<file path="src/rtl/pong_score_keeper_if.sv">
// Pong score keeper bus.
// Groups the ball-exit / new-game inputs and the score, strobe, serve and
// game-over outputs of the score keeper into one bundle.
//   master : ball/paddle logic side (drives ball events and new_game, reads results)
//   slave  : score keeper side
interface pong_score_keeper_if;
    logic       ball_out_left;
    logic       ball_out_right;
    logic       new_game;
    logic [2:0] p1_score;
    logic [2:0] p2_score;
    logic       p1_scored;
    logic       p2_scored;
    logic       serve_hold;
    logic       serve_dir;
    logic       game_over;
    logic       winner;

    modport master (
        output ball_out_left, ball_out_right, new_game,
        input  p1_score, p2_score, p1_scored, p2_scored,
               serve_hold, serve_dir, game_over, winner
    );

    modport slave (
        input  ball_out_left, ball_out_right, new_game,
        output p1_score, p2_score, p1_scored, p2_scored,
               serve_hold, serve_dir, game_over, winner
    );
endinterface

</file>
<file path="src/rtl/pong_score_keeper.sv">
// Pong score keeper.
// Converts ball-exit levels into per-player 3-bit scores with "scored"
// strobes, and sequences serve pause / play / game over.
// Ports:
//   clk  : system clock
//   rst  : asynchronous active-high reset
//   bus  : pong_score_keeper_if.slave
//          in : ball_out_left (P2 point), ball_out_right (P1 point), new_game
//          out: p1_score, p2_score, p1_scored, p2_scored, serve_hold,
//               serve_dir (1 = toward P2), game_over, winner (1 = P2)
//
// state      | meaning
// SERVE_WAIT | ball frozen at centre, serve counter running
// PLAY       | ball live, watching for exit edges
// GAME_OVER  | a player reached WIN_SCORE, scores frozen until new_game
module pong_score_keeper #(
    parameter int WIN_SCORE   = 7,
    parameter int SERVE_DELAY = 50_000_000,
    parameter int CNT_WIDTH   = 26,
    parameter int PULSE_LEN   = 4
) (
    input  logic               clk,
    input  logic               rst,
    pong_score_keeper_if.slave bus
);

    localparam logic [CNT_WIDTH-1:0] CNT_LAST  = CNT_WIDTH'(SERVE_DELAY - 1);
    localparam logic [2:0]           WIN_VAL   = 3'(WIN_SCORE);
    localparam logic [3:0]           PULSE_VAL = 4'(PULSE_LEN);

    typedef enum logic [1:0] {
        SERVE_WAIT = 2'd0,
        PLAY       = 2'd1,
        GAME_OVER  = 2'd2
    } state_t;

    state_t               state, state_nx;
    logic [CNT_WIDTH-1:0] cnt, cnt_nx;
    logic [2:0]           p1_q, p1_nx;
    logic [2:0]           p2_q, p2_nx;
    logic [3:0]           pulse_cnt, pulse_nx;
    logic                 strobe_p2, strobe_p2_nx;
    logic                 dir_q, dir_nx;
    logic                 win_q, win_nx;
    logic                 p1_scored_q, p2_scored_q;
    logic                 hold_q, game_over_q;

    logic left_prev, right_prev, ng_prev;
    logic left_ev, right_ev, ng_ev;

    // Edge detectors run in every state so a level held across a state
    // change never produces a late event.
    assign left_ev  = bus.ball_out_left  & ~left_prev;
    assign right_ev = bus.ball_out_right & ~right_prev;
    assign ng_ev    = bus.new_game       & ~ng_prev;

    always_ff @(posedge clk or posedge rst) begin
        if (rst) begin
            state <= SERVE_WAIT;
        end else begin
            state <= state_nx;
        end
    end

    always_comb begin
        state_nx     = state;
        cnt_nx       = cnt;
        p1_nx        = p1_q;
        p2_nx        = p2_q;
        dir_nx       = dir_q;
        win_nx       = win_q;
        strobe_p2_nx = strobe_p2;
        pulse_nx     = (pulse_cnt != 4'd0) ? 4'(pulse_cnt - 4'd1) : 4'd0;

        if (ng_ev) begin
            state_nx = SERVE_WAIT;
            cnt_nx   = '0;
            p1_nx    = 3'd0;
            p2_nx    = 3'd0;
            dir_nx   = 1'b0;
            pulse_nx = 4'd0;
        end else begin
            case (state)
                SERVE_WAIT: begin
                    if (cnt == CNT_LAST) begin
                        cnt_nx   = '0;
                        state_nx = PLAY;
                    end else begin
                        cnt_nx = cnt + CNT_WIDTH'(1);
                    end
                end
                PLAY: begin
                    if (left_ev && right_ev) begin
                        // Simultaneous exits are ambiguous: re-serve, nobody scores.
                        state_nx = SERVE_WAIT;
                    end else if (right_ev) begin
                        p1_nx        = p1_q + 3'd1;
                        pulse_nx     = PULSE_VAL;
                        strobe_p2_nx = 1'b0;
                        dir_nx       = 1'b1;
                        if (p1_nx == WIN_VAL) begin
                            state_nx = GAME_OVER;
                            win_nx   = 1'b0;
                        end else begin
                            state_nx = SERVE_WAIT;
                        end
                    end else if (left_ev) begin
                        p2_nx        = p2_q + 3'd1;
                        pulse_nx     = PULSE_VAL;
                        strobe_p2_nx = 1'b1;
                        dir_nx       = 1'b0;
                        if (p2_nx == WIN_VAL) begin
                            state_nx = GAME_OVER;
                            win_nx   = 1'b1;
                        end else begin
                            state_nx = SERVE_WAIT;
                        end
                    end
                end
                GAME_OVER: begin
                end
                default: begin
                    state_nx = SERVE_WAIT;
                    cnt_nx   = '0;
                end
            endcase
        end
    end

    // Outputs are registered from the next-state values so they line up
    // with the state they describe (score and strobe appear together).
    always_ff @(posedge clk or posedge rst) begin
        if (rst) begin
            cnt         <= '0;
            p1_q        <= 3'd0;
            p2_q        <= 3'd0;
            pulse_cnt   <= 4'd0;
            strobe_p2   <= 1'b0;
            dir_q       <= 1'b0;
            win_q       <= 1'b0;
            p1_scored_q <= 1'b0;
            p2_scored_q <= 1'b0;
            hold_q      <= 1'b1;
            game_over_q <= 1'b0;
            left_prev   <= 1'b0;
            right_prev  <= 1'b0;
            ng_prev     <= 1'b0;
        end else begin
            cnt         <= cnt_nx;
            p1_q        <= p1_nx;
            p2_q        <= p2_nx;
            pulse_cnt   <= pulse_nx;
            strobe_p2   <= strobe_p2_nx;
            dir_q       <= dir_nx;
            win_q       <= win_nx;
            p1_scored_q <= (pulse_nx != 4'd0) && !strobe_p2_nx;
            p2_scored_q <= (pulse_nx != 4'd0) &&  strobe_p2_nx;
            hold_q      <= (state_nx != PLAY);
            game_over_q <= (state_nx == GAME_OVER);
            left_prev   <= bus.ball_out_left;
            right_prev  <= bus.ball_out_right;
            ng_prev     <= bus.new_game;
        end
    end

    assign bus.p1_score   = p1_q;
    assign bus.p2_score   = p2_q;
    assign bus.p1_scored  = p1_scored_q;
    assign bus.p2_scored  = p2_scored_q;
    assign bus.serve_hold = hold_q;
    assign bus.serve_dir  = dir_q;
    assign bus.game_over  = game_over_q;
    assign bus.winner     = win_q;

endmodule
</file>
<file path="src/flat_wrapper.sv">
// flat-port wrapper written by rule: the top's interface ports become plain ports
module pong_score_keeper_flat 
#(
    parameter int WIN_SCORE   = 7,
    parameter int SERVE_DELAY = 50_000_000,
    parameter int CNT_WIDTH   = 26,
    parameter int PULSE_LEN   = 4
)
  (clk, rst, bus_ball_out_left, bus_ball_out_right, bus_new_game, bus_p1_score, bus_p2_score, bus_p1_scored, bus_p2_scored, bus_serve_hold, bus_serve_dir, bus_game_over, bus_winner);
  pong_score_keeper_if bus_i ();
  input  logic clk;
  input  logic rst;
  input wire logic [$bits(bus_i.ball_out_left)-1:0] bus_ball_out_left;
  input wire logic [$bits(bus_i.ball_out_right)-1:0] bus_ball_out_right;
  input wire logic [$bits(bus_i.new_game)-1:0] bus_new_game;
  output wire logic [$bits(bus_i.p1_score)-1:0] bus_p1_score;
  output wire logic [$bits(bus_i.p2_score)-1:0] bus_p2_score;
  output wire logic [$bits(bus_i.p1_scored)-1:0] bus_p1_scored;
  output wire logic [$bits(bus_i.p2_scored)-1:0] bus_p2_scored;
  output wire logic [$bits(bus_i.serve_hold)-1:0] bus_serve_hold;
  output wire logic [$bits(bus_i.serve_dir)-1:0] bus_serve_dir;
  output wire logic [$bits(bus_i.game_over)-1:0] bus_game_over;
  output wire logic [$bits(bus_i.winner)-1:0] bus_winner;
  assign bus_i.ball_out_left = bus_ball_out_left;
  assign bus_i.ball_out_right = bus_ball_out_right;
  assign bus_i.new_game = bus_new_game;
  assign bus_p1_score = bus_i.p1_score;
  assign bus_p2_score = bus_i.p2_score;
  assign bus_p1_scored = bus_i.p1_scored;
  assign bus_p2_scored = bus_i.p2_scored;
  assign bus_serve_hold = bus_i.serve_hold;
  assign bus_serve_dir = bus_i.serve_dir;
  assign bus_game_over = bus_i.game_over;
  assign bus_winner = bus_i.winner;
  pong_score_keeper #(.WIN_SCORE(WIN_SCORE), .SERVE_DELAY(SERVE_DELAY), .CNT_WIDTH(CNT_WIDTH), .PULSE_LEN(PULSE_LEN)) u_core (.clk(clk), .rst(rst), .bus(bus_i));
endmodule
</file>
<file path="config.mk">
export PLATFORM = sky130hd
export DESIGN_NAME = pong_score_keeper_flat
export DESIGN_NICKNAME = d
export VERILOG_FILES = /design/src/rtl/pong_score_keeper_if.sv /design/src/rtl/pong_score_keeper.sv /design/src/flat_wrapper.sv
export SDC_FILE = /design/constraint.sdc
export NUM_CORES = 1
export LEC_CHECK = 0
export ABC_CLOCK_PERIOD_IN_PS = 2000
export CAP_MARGIN = 20
export CORE_MARGIN = 3
export CORE_UTILIZATION = 30
export DETAILED_ROUTE_END_ITERATION = 8
export GPL_TIMING_DRIVEN = 0
export PLACE_DENSITY = 0.46
export REMOVE_ABC_BUFFERS = 1
export SLEW_MARGIN = 20
export SYNTH_ARGS = -nofsm -noshare
export SYNTH_HDL_FRONTEND = slang
export SYNTH_SLANG_ARGS = --single-unit
</file>
<file path="constraint.sdc">
create_clock -name clk -period 2 [get_ports clk]
set_clock_uncertainty 0.2 [all_clocks]
set_input_delay 0.4 -clock clk [delete_from_list [all_inputs] [get_ports clk]]
set_output_delay 0.4 -clock clk [all_outputs]
set_load 0.02 [all_outputs]
</file>
==> results of run 1 <==
metrics by stage:
step                setup slack [ns]  instances  hold WS, ns  setup TNS, ns  utilization, %
finish                        -0.344        414        0.257          -8.32            40.4
global route                  -0.404        414        0.315         -10.61            40.4
CTS                           -0.384        402        0.282          -9.80            38.1
floorplan                     -0.380        260        0.231          -4.80               -
global placement               -1.16        381        0.278         -73.54            34.1
detailed placement            -0.777        383        0.278         -21.97            34.5
where the power goes:
group	switching [mW]	leakage, nW	internal (mW)
registers	0.0738	0.637	1.05
logic	0.191	0.779	0.184
clock network	0.326	0.0510	0.277
total	0.590	1.47	1.51
metal layers:
metal | vias to the layer above | global-route usage, % | wire length, microns
met5 | - | 0 | 0
met4 | 0 | 3.47 | 70
met3 | 5 | 2.31 | 125
met2 | 22 | 20.0 | 2720
met1 | 980 | 16.5 | 2740
li1 | 1015 | - | -
area by class of cell:
type                            count  share of cell area, %
Tap cell                          105                   3.90
Timing Repair Buffer               41                   12.3
Multi-Input combinational cell    201                   44.0
Inverter                           11                   1.23
Clock buffer                        6                   2.45
Sequential cell                    48                   35.8
Clock inverter                      2                  0.297
cell usage in the layout (no fill, tap or decap), drive strengths merged, types with 2 or more instances in the layout:
master and count:
or4b 3, o31a 2, and2 3, a22oi 2
a21oi 9, clkbuf 7, nor3 9, buf 24
dlymetal6s2s 2, o21ai 5, nor2 36, o22ai 2
nand3b 3, and3 5, ha 10, nor4 5
clkinv 2, nand2b 4, a31oi 6, nand2 23
dfrtp 47, nor2b 6, nand4 7, xnor2 8
inv 11, xor2 17, nand3 20, clkdlybuf4s50 13
what timing repair did:
| action | 4_1_cts | 5_1_grt |
|---|---|---|
| setup buffers | 11 | 12 |
| resized for setup | 25 | 24 |
| endpoints found under the setup margin | 39 | 41 |
| pin swaps | 9 | 14 |
| cloned | 0 | 1 |
state kept, by name, summed over array words and instances, names as in the netlist, 2 cells and up:
register,cells
u_core.state,2
u_core.cnt,26
u_core.bus.p2_score,3
u_core.bus.p1_score,3
u_core.pulse_cnt,4
cells by family (layout without fill, tap and decap cells):
| logic type | Yosys count | after routing | share of synthesized area (%) |
|---|---|---|---|
| AOI/OAI and AO/OA | 34 | 34 | 9.79 |
| xor gates and xnor gates | 25 | 25 | 8.36 |
| adders and majority gates | 10 | 10 | 4.78 |
| buffers and inverters | 22 | 60 | 4.06 |
| DFF | 48 | 48 | 45.9 |
| muxes | 1 | 1 | 0.382 |
| and+or+nand+nor | 131 | 131 | 26.7 |
final timing paths:
path / start / to / cells after the start
worst min register to register: u_core.pulse_cnt[0]$_DFF_PP0_ / u_core.pulse_cnt[0]$_DFF_PP0_ / 1
worst max-delay path: u_core.cnt[18]$_DFFE_PP0P_ / u_core.cnt[18]$_DFFE_PP0P_ / 7
max in group asynchronous: rst / u_core.bus.serve_hold$_DFF_PP1_ / 3
worst max register to register: u_core.cnt[18]$_DFFE_PP0P_ / u_core.cnt[18]$_DFFE_PP0P_ / 7
min in group clk: u_core.pulse_cnt[0]$_DFF_PP0_ / u_core.pulse_cnt[0]$_DFF_PP0_ / 1
worst min-delay path: rst / u_core.pulse_cnt[1]$_DFF_PP0_ / 2
==> qor.yml, run 1 <==
status:
  status: "finished, violations left"
  violations: "setup timing"
yosys:
  async_reset_ff_share_pct: 100
  yosys-top-cells-area: "dfrtp_1 (45%), xor2_1 (5.7%), nor2_1 (5.0%)"
  ys_seq_elements: 48
  netlist_area_sq_mm: 0.00262
  netlist.area_leader.share_pct: 44.9
  syn_inst: 271
  synth.most_common_cell: "dfrtp_1"
  yosys-top-cells-count: "dfrtp_1 (47), nor2_1 (35), nand2_1 (23)"
  seq_area_frac_synth_pct: 45.9
  yosys_warnings: 0
  ys_types: 50
  avgSynthCellArea_sq_um: 9.67
  synth-main-ff-cell: "dfrtp_1"
  synth-edff-count: 0
  yosys.area.top_type: "dfrtp_1"
cells_and_area:
  synthToLayoutAreaGrowth_pct: 28.6
  multi_input_area_sq_mm: 0.00148
  seq_area_sq_mm: 0.00121
  fin_area_sq_mm: 0.00337
  diodes: 0
  num-fill-cells: 820
  drive_gt1_share_pct: 23.3
  fin_nets: 323
timing:
  setup_ws_ns: -0.344
  max_freq_mhz: 427
  worstMarginPinSlew_ns: 0.629
  finalHoldViolations: 0
  grt_setup_unrepaired: "yes"
  max-slew-margin-rel_pct: 57.6
  slew_viol_final: 0
  setup_viol: 29
  layout_min_cycle_time_ns: 2.34
  min_period_over_period_pct: 117
die:
  core_sq_mm: 0.00834
  die_y_microns: 99.5
  initial_utilization_pct: 31.4
  die_w_microns: 99.5
  num_rows: 33
  io_pins: 17
  dieArea_sq_mm: 0.00989
worst_setup_path:
  rrSetupSlack_ns: -0.34
  worstSetupStartpointType: "register"
  cp_num_buf_inv: 2
  cpPeakStageDelay_ns: 0.53
  crit_path_top_delay_cell: "or4b_4"
  worstPathRequired_ns: 2.00
  path_delay_family: "simple AND/OR/NAND/NOR gates"
  critical_path_arrival_ns: 2.34
  critPathCaptureType: "register"
  cp_cell_sequence: "or4b_4 -> nor4_4 -> a21boi_4 -> buf_6 -> o21ai_4 -> clkbuf_16 -> nor2_1"
  critPathMaxFanout: 7
  crit_type: "register to register"
clocking:
  hold_buffers: 0
  cts_tree: "done"
  htreeDepth: 2
  cts_buffers: 5
  clockRootBuffer: "clkbuf_8"
  clkSlewWorstSetupHoldPaths_ns: 0.09
  clkSinkCount: 48
  clkLatencyLatePin_ns: 0.30
  clockBufferDepth: 2
route:
  via_count: 2022
  wl_microns: 5660
  first_pass_iters: 4
  via_per_inst: 4.88
  drc: 0
  ant_nets: 0
  drt_iter0_drc: 66
  wl_per_cell_microns: 13.7
pwr:
  power.density_mw_per_mm2: 623
  vdd_drop_max_mv: 0.509
  leakage_nw: 1.47
  power_mw: 2.10
global_routing:
  grt_max_degree: 28
  track_usage_pct: 12.2
  grt_pass1_vias: 2066
  grt_overflow_total: 0
  antenna_found_initial: 0
  grt_pass1_wl_microns: 9800
placed_design:
  io_buffers: 16
  dpl_cell_area_sq_mm: 0.00288
  hpwlAfterDp_microns: 3730
  gp_congestion: 0.733
min_path:
  hold_path_class: "input pin to asynchronous set/reset pin"
flow_run:
  drv_cap: 0
No activity file was read; power rests on OpenSTA's default activity.
==> inputs of run 2 (changes only) <==
--- a/config.mk
+++ b/config.mk
@@ -7,11 +7,12 @@
 export LEC_CHECK = 0
 export ABC_CLOCK_PERIOD_IN_PS = 2000
 export CAP_MARGIN = 20
+export CORE_ASPECT_RATIO = 2
 export CORE_MARGIN = 3
-export CORE_UTILIZATION = 30
+export CORE_UTILIZATION = 39
 export DETAILED_ROUTE_END_ITERATION = 8
 export GPL_TIMING_DRIVEN = 0
-export PLACE_DENSITY = 0.46
+export PLACE_DENSITY = 0.57
 export REMOVE_ABC_BUFFERS = 1
 export SLEW_MARGIN = 20
 export SYNTH_ARGS = -nofsm -noshare
==> run 2 against run 1 <==
  * The run still ends with setup timing left
  * Clock power increased by 36%
  * Combinational power is 2% lower
  * Sequential cell count unchanged
  * Clock-buffer cell count grew 1
  * Sequential share of layout area decreased by 0.32 points
  * Cell area is 1.0% higher
  * Global-route usage is 5.4 points higher
  * Core utilization is 13 points higher
  * Critical path type unchanged
==> qor.yml, run 2 (synthesis results as in run 1) <==
status:
  status: "finished, violations left"
  violations: "setup timing"
placed_design:
  dp_slack_ns: -0.773  # +0.00352 ns
  io_buffers: 16  # unchanged
  gp_congestion: 0.779  # +6.3%
  hpwlAfterDp_microns: 4220  # +13%
  dpl_cell_area_sq_mm: 0.00286  # -0.70%
flow_run:
  drv_cap: 0  # unchanged
global_routing:
  grt_overflow_total: 0  # unchanged
  antenna_found_initial: 0  # unchanged
  grt_pass1_wl_microns: 10600  # +7.8%
  grt_pass1_vias: 2231  # +8.0%
  track_usage_pct: 17.6  # +5.4 points
  grt_max_degree: 28  # unchanged
clocking:
  cts_tree: "done"
  cts_buffers: 5  # unchanged
  clockRootBuffer: "clkbuf_16"
  clockBufferDepth: 2  # unchanged
  htreeDepth: 2  # unchanged
  clkLatencyLatePin_ns: 0.29  # about the same
  clkSinkCount: 48  # unchanged
  clkSlewWorstSetupHoldPaths_ns: 0.06  # -0.03 ns
pwr:
  intPower_mw: 1.69  # +12%
  switchingPower_uw: 629  # +6.7%
  leakage_nw: 1.47  # +0.11%
  swShare_pct: 27.1  # -1.0 points
  power.density_mw_per_mm2: 682  # +9.5%
  vdd_drop_max_mv: 0.853  # +68%
  seqPwrFrac_pct: 48.8  # -4.6 points
  p_clk_share_pct: 35.3  # +6.6 points
  pwr-share-comb_pct: 15.9  # -2.0 points
cells_and_area:
  final_common_cell: "dfrtp_1"
  synthToLayoutAreaGrowth_pct: 29.9
  final_cell_mix: "dfrtp_1 (42), nor2_1 (34), nand2_1 (22), buf_4 (22), xor2_1 (17)"
  top_regs: "u_core.cnt (26), u_core.pulse_cnt (4)"
  largest_register_ffs: 26  # unchanged
  drive_gt1_share_pct: 24.0  # +0.66 points
  fin_nets: 327  # +1.2%
  top_register: "u_core.cnt"
  fin_area_sq_mm: 0.00340  # +1.0%
  diodes: 0  # unchanged
timing:
  setup_ws_ns: -0.297  # +0.0470 ns
  max-slew-margin-rel_pct: 59.8  # +2.3 points
  finalHoldViolations: 0  # unchanged
  max_freq_mhz: 435  # +2.0%
  min_period_over_period_pct: 115  # -2.3 points
  whs_ns: 0.274  # +0.0165 ns
  slew_viol_final: 0  # unchanged
  worstMarginPinSlew_ns: 0.595  # -0.0335 ns
  layout_min_cycle_time_ns: 2.30  # -0.0470 ns
  setup_viol: 29  # unchanged
  grt_setup_unrepaired: "yes"
worst_setup_path:
  rrSetupSlack_ns: -0.30  # +0.05 ns
  critical_path_arrival_ns: 2.28  # -0.06 ns
  critPathCaptureType: "register"
  worstPathRequired_ns: 1.98  # -0.02 ns
  crit_type: "register to register"
  rr_startpoint: "u_core.cnt[7]$_DFFE_PP0P_"
  critPathMaxFanout: 5  # -2
  r2r_cells: 6  # -1
  reg2reg_to: "u_core.cnt[21]$_DFFE_PP0P_"
  worstSetupStartpointType: "register"
die:
  core_sq_mm: 0.00641  # -23%
  initial_utilization_pct: 40.9  # +9.4 points
  die_y_microns: 122  # +23%
  io_pins: 17  # unchanged
  dieArea_sq_mm: 0.00780  # -21%
  die_w_microns: 64.0  # -36%
  num_rows: 41  # +24%
route:
  drc: 0  # unchanged
  via_per_inst: 5.31  # +8.7%
  drt-met1-wl_microns: 2280  # -17%
  wl_per_cell_microns: 15.5  # +14%
  via_count: 2119  # +4.8%
  wl_microns: 6200  # +9.6%
  top_layer_used: "met4"
  ant_nets: 0  # unchanged
  met3_length_microns: 128  # +2.4%
  first_pass_iters: 4  # unchanged
  drt_iter0_drc: 70  # +6.1%
  wl_met2_microns: 3620  # +33%
min_path:
  hold_path_class: "input pin to asynchronous set/reset pin"
[run 2: cell count changes in the layout (fill, tap and decap cells not counted), moves of 2 or more]
cell,previous run,this run
buf_6,5,3
dlymetal6s2s_1,2,0
clkbuf_8,6,0
buf_4,17,22
nor2_4,4,1
clkbuf_1,0,2
clkdlybuf4s50_1,13,15
nand3_2,0,3
nor2_1,27,34
clkbuf_16,1,5
nand3_1,19,16
o21ai_0,2,4
nor2_2,5,1
[run 2: power groups by stage]
stage | clock, mW | sequential (mW) | combinational (mW)
2_1_floorplan | 0 | 1.13 | 0.244
3_3_place_gp | 0 | 1.13 | 0.332
3_5_place_dp | 0 | 1.14 | 0.347
4_1_cts | 0.846 | 1.13 | 0.370
5_1_grt | 0.881 | 1.14 | 0.426
6_report | 0.820 | 1.13 | 0.368
[run 2: cell type report]
type / instances / area, sq um
well taps: 86 / 108
flip-flops and latches: 48 / 1210
clock inverters: 1 / 5.00
inverters: 11 / 41.3
repair buffers: 45 / 433
fillers: 581 / 3010
multi-input cells: 201 / 1480
clock buffers: 7 / 133
[run 2: metal layers]
layer	GRT usage, %	vias to the layer above
li1	-	1026
met1	17.3	1052
met2	33.7	28
met3	3.41	13
met4	9.20	0
met5	0	-
[run 2: how the worst max path moves through the flow]
stage | from | end | slack (ns) | cells past startpoint
2_1_floorplan | u_core.cnt[0]$_DFFE_PP0P_ | u_core.cnt[8]$_DFFE_PP0P_ | -0.38 | 6
3_3_place_gp | bus_new_game | u_core.bus.game_over$_DFF_PP0_ | -1.13 | 6
3_5_place_dp | u_core.cnt[0]$_DFFE_PP0P_ | u_core.cnt[8]$_DFFE_PP0P_ | -0.77 | 6
4_1_cts | u_core.cnt[16]$_DFFE_PP0P_ | u_core.cnt[21]$_DFFE_PP0P_ | -0.28 | 6
5_1_grt | u_core.cnt[7]$_DFFE_PP0P_ | u_core.cnt[21]$_DFFE_PP0P_ | -0.35 | 6
6_report | u_core.cnt[7]$_DFFE_PP0P_ | u_core.cnt[21]$_DFFE_PP0P_ | -0.30 | 6
[run 2: per-stage QoR]
step,TNS (ns),power [mW],cells,utilization (%)
floorplan,-4.80,1.37,260,-
global placement,-70.77,1.46,362,44.0
detailed placement,-22.83,1.48,364,44.6
CTS,-6.04,2.34,390,51.5
global route,-8.66,2.45,399,53.1
finish,-6.62,2.32,399,53.1
[run 2: worst max-delay path, stage by stage, from the launching register on]
cell,delay [ns]
dfrtp_2,0.44
or4b_4,0.57
nor4_4,0.25
a21boi_4,0.15
buf_12,0.16
and3_4,0.15
o31a_1,0.28
[run 2: repair_timing]
action,CTS,global route
pin swaps,16,7
hold buffers,0,0
endpoints found under the setup margin,41,37
gates resized for setup,31,9
buffers inserted,18,10
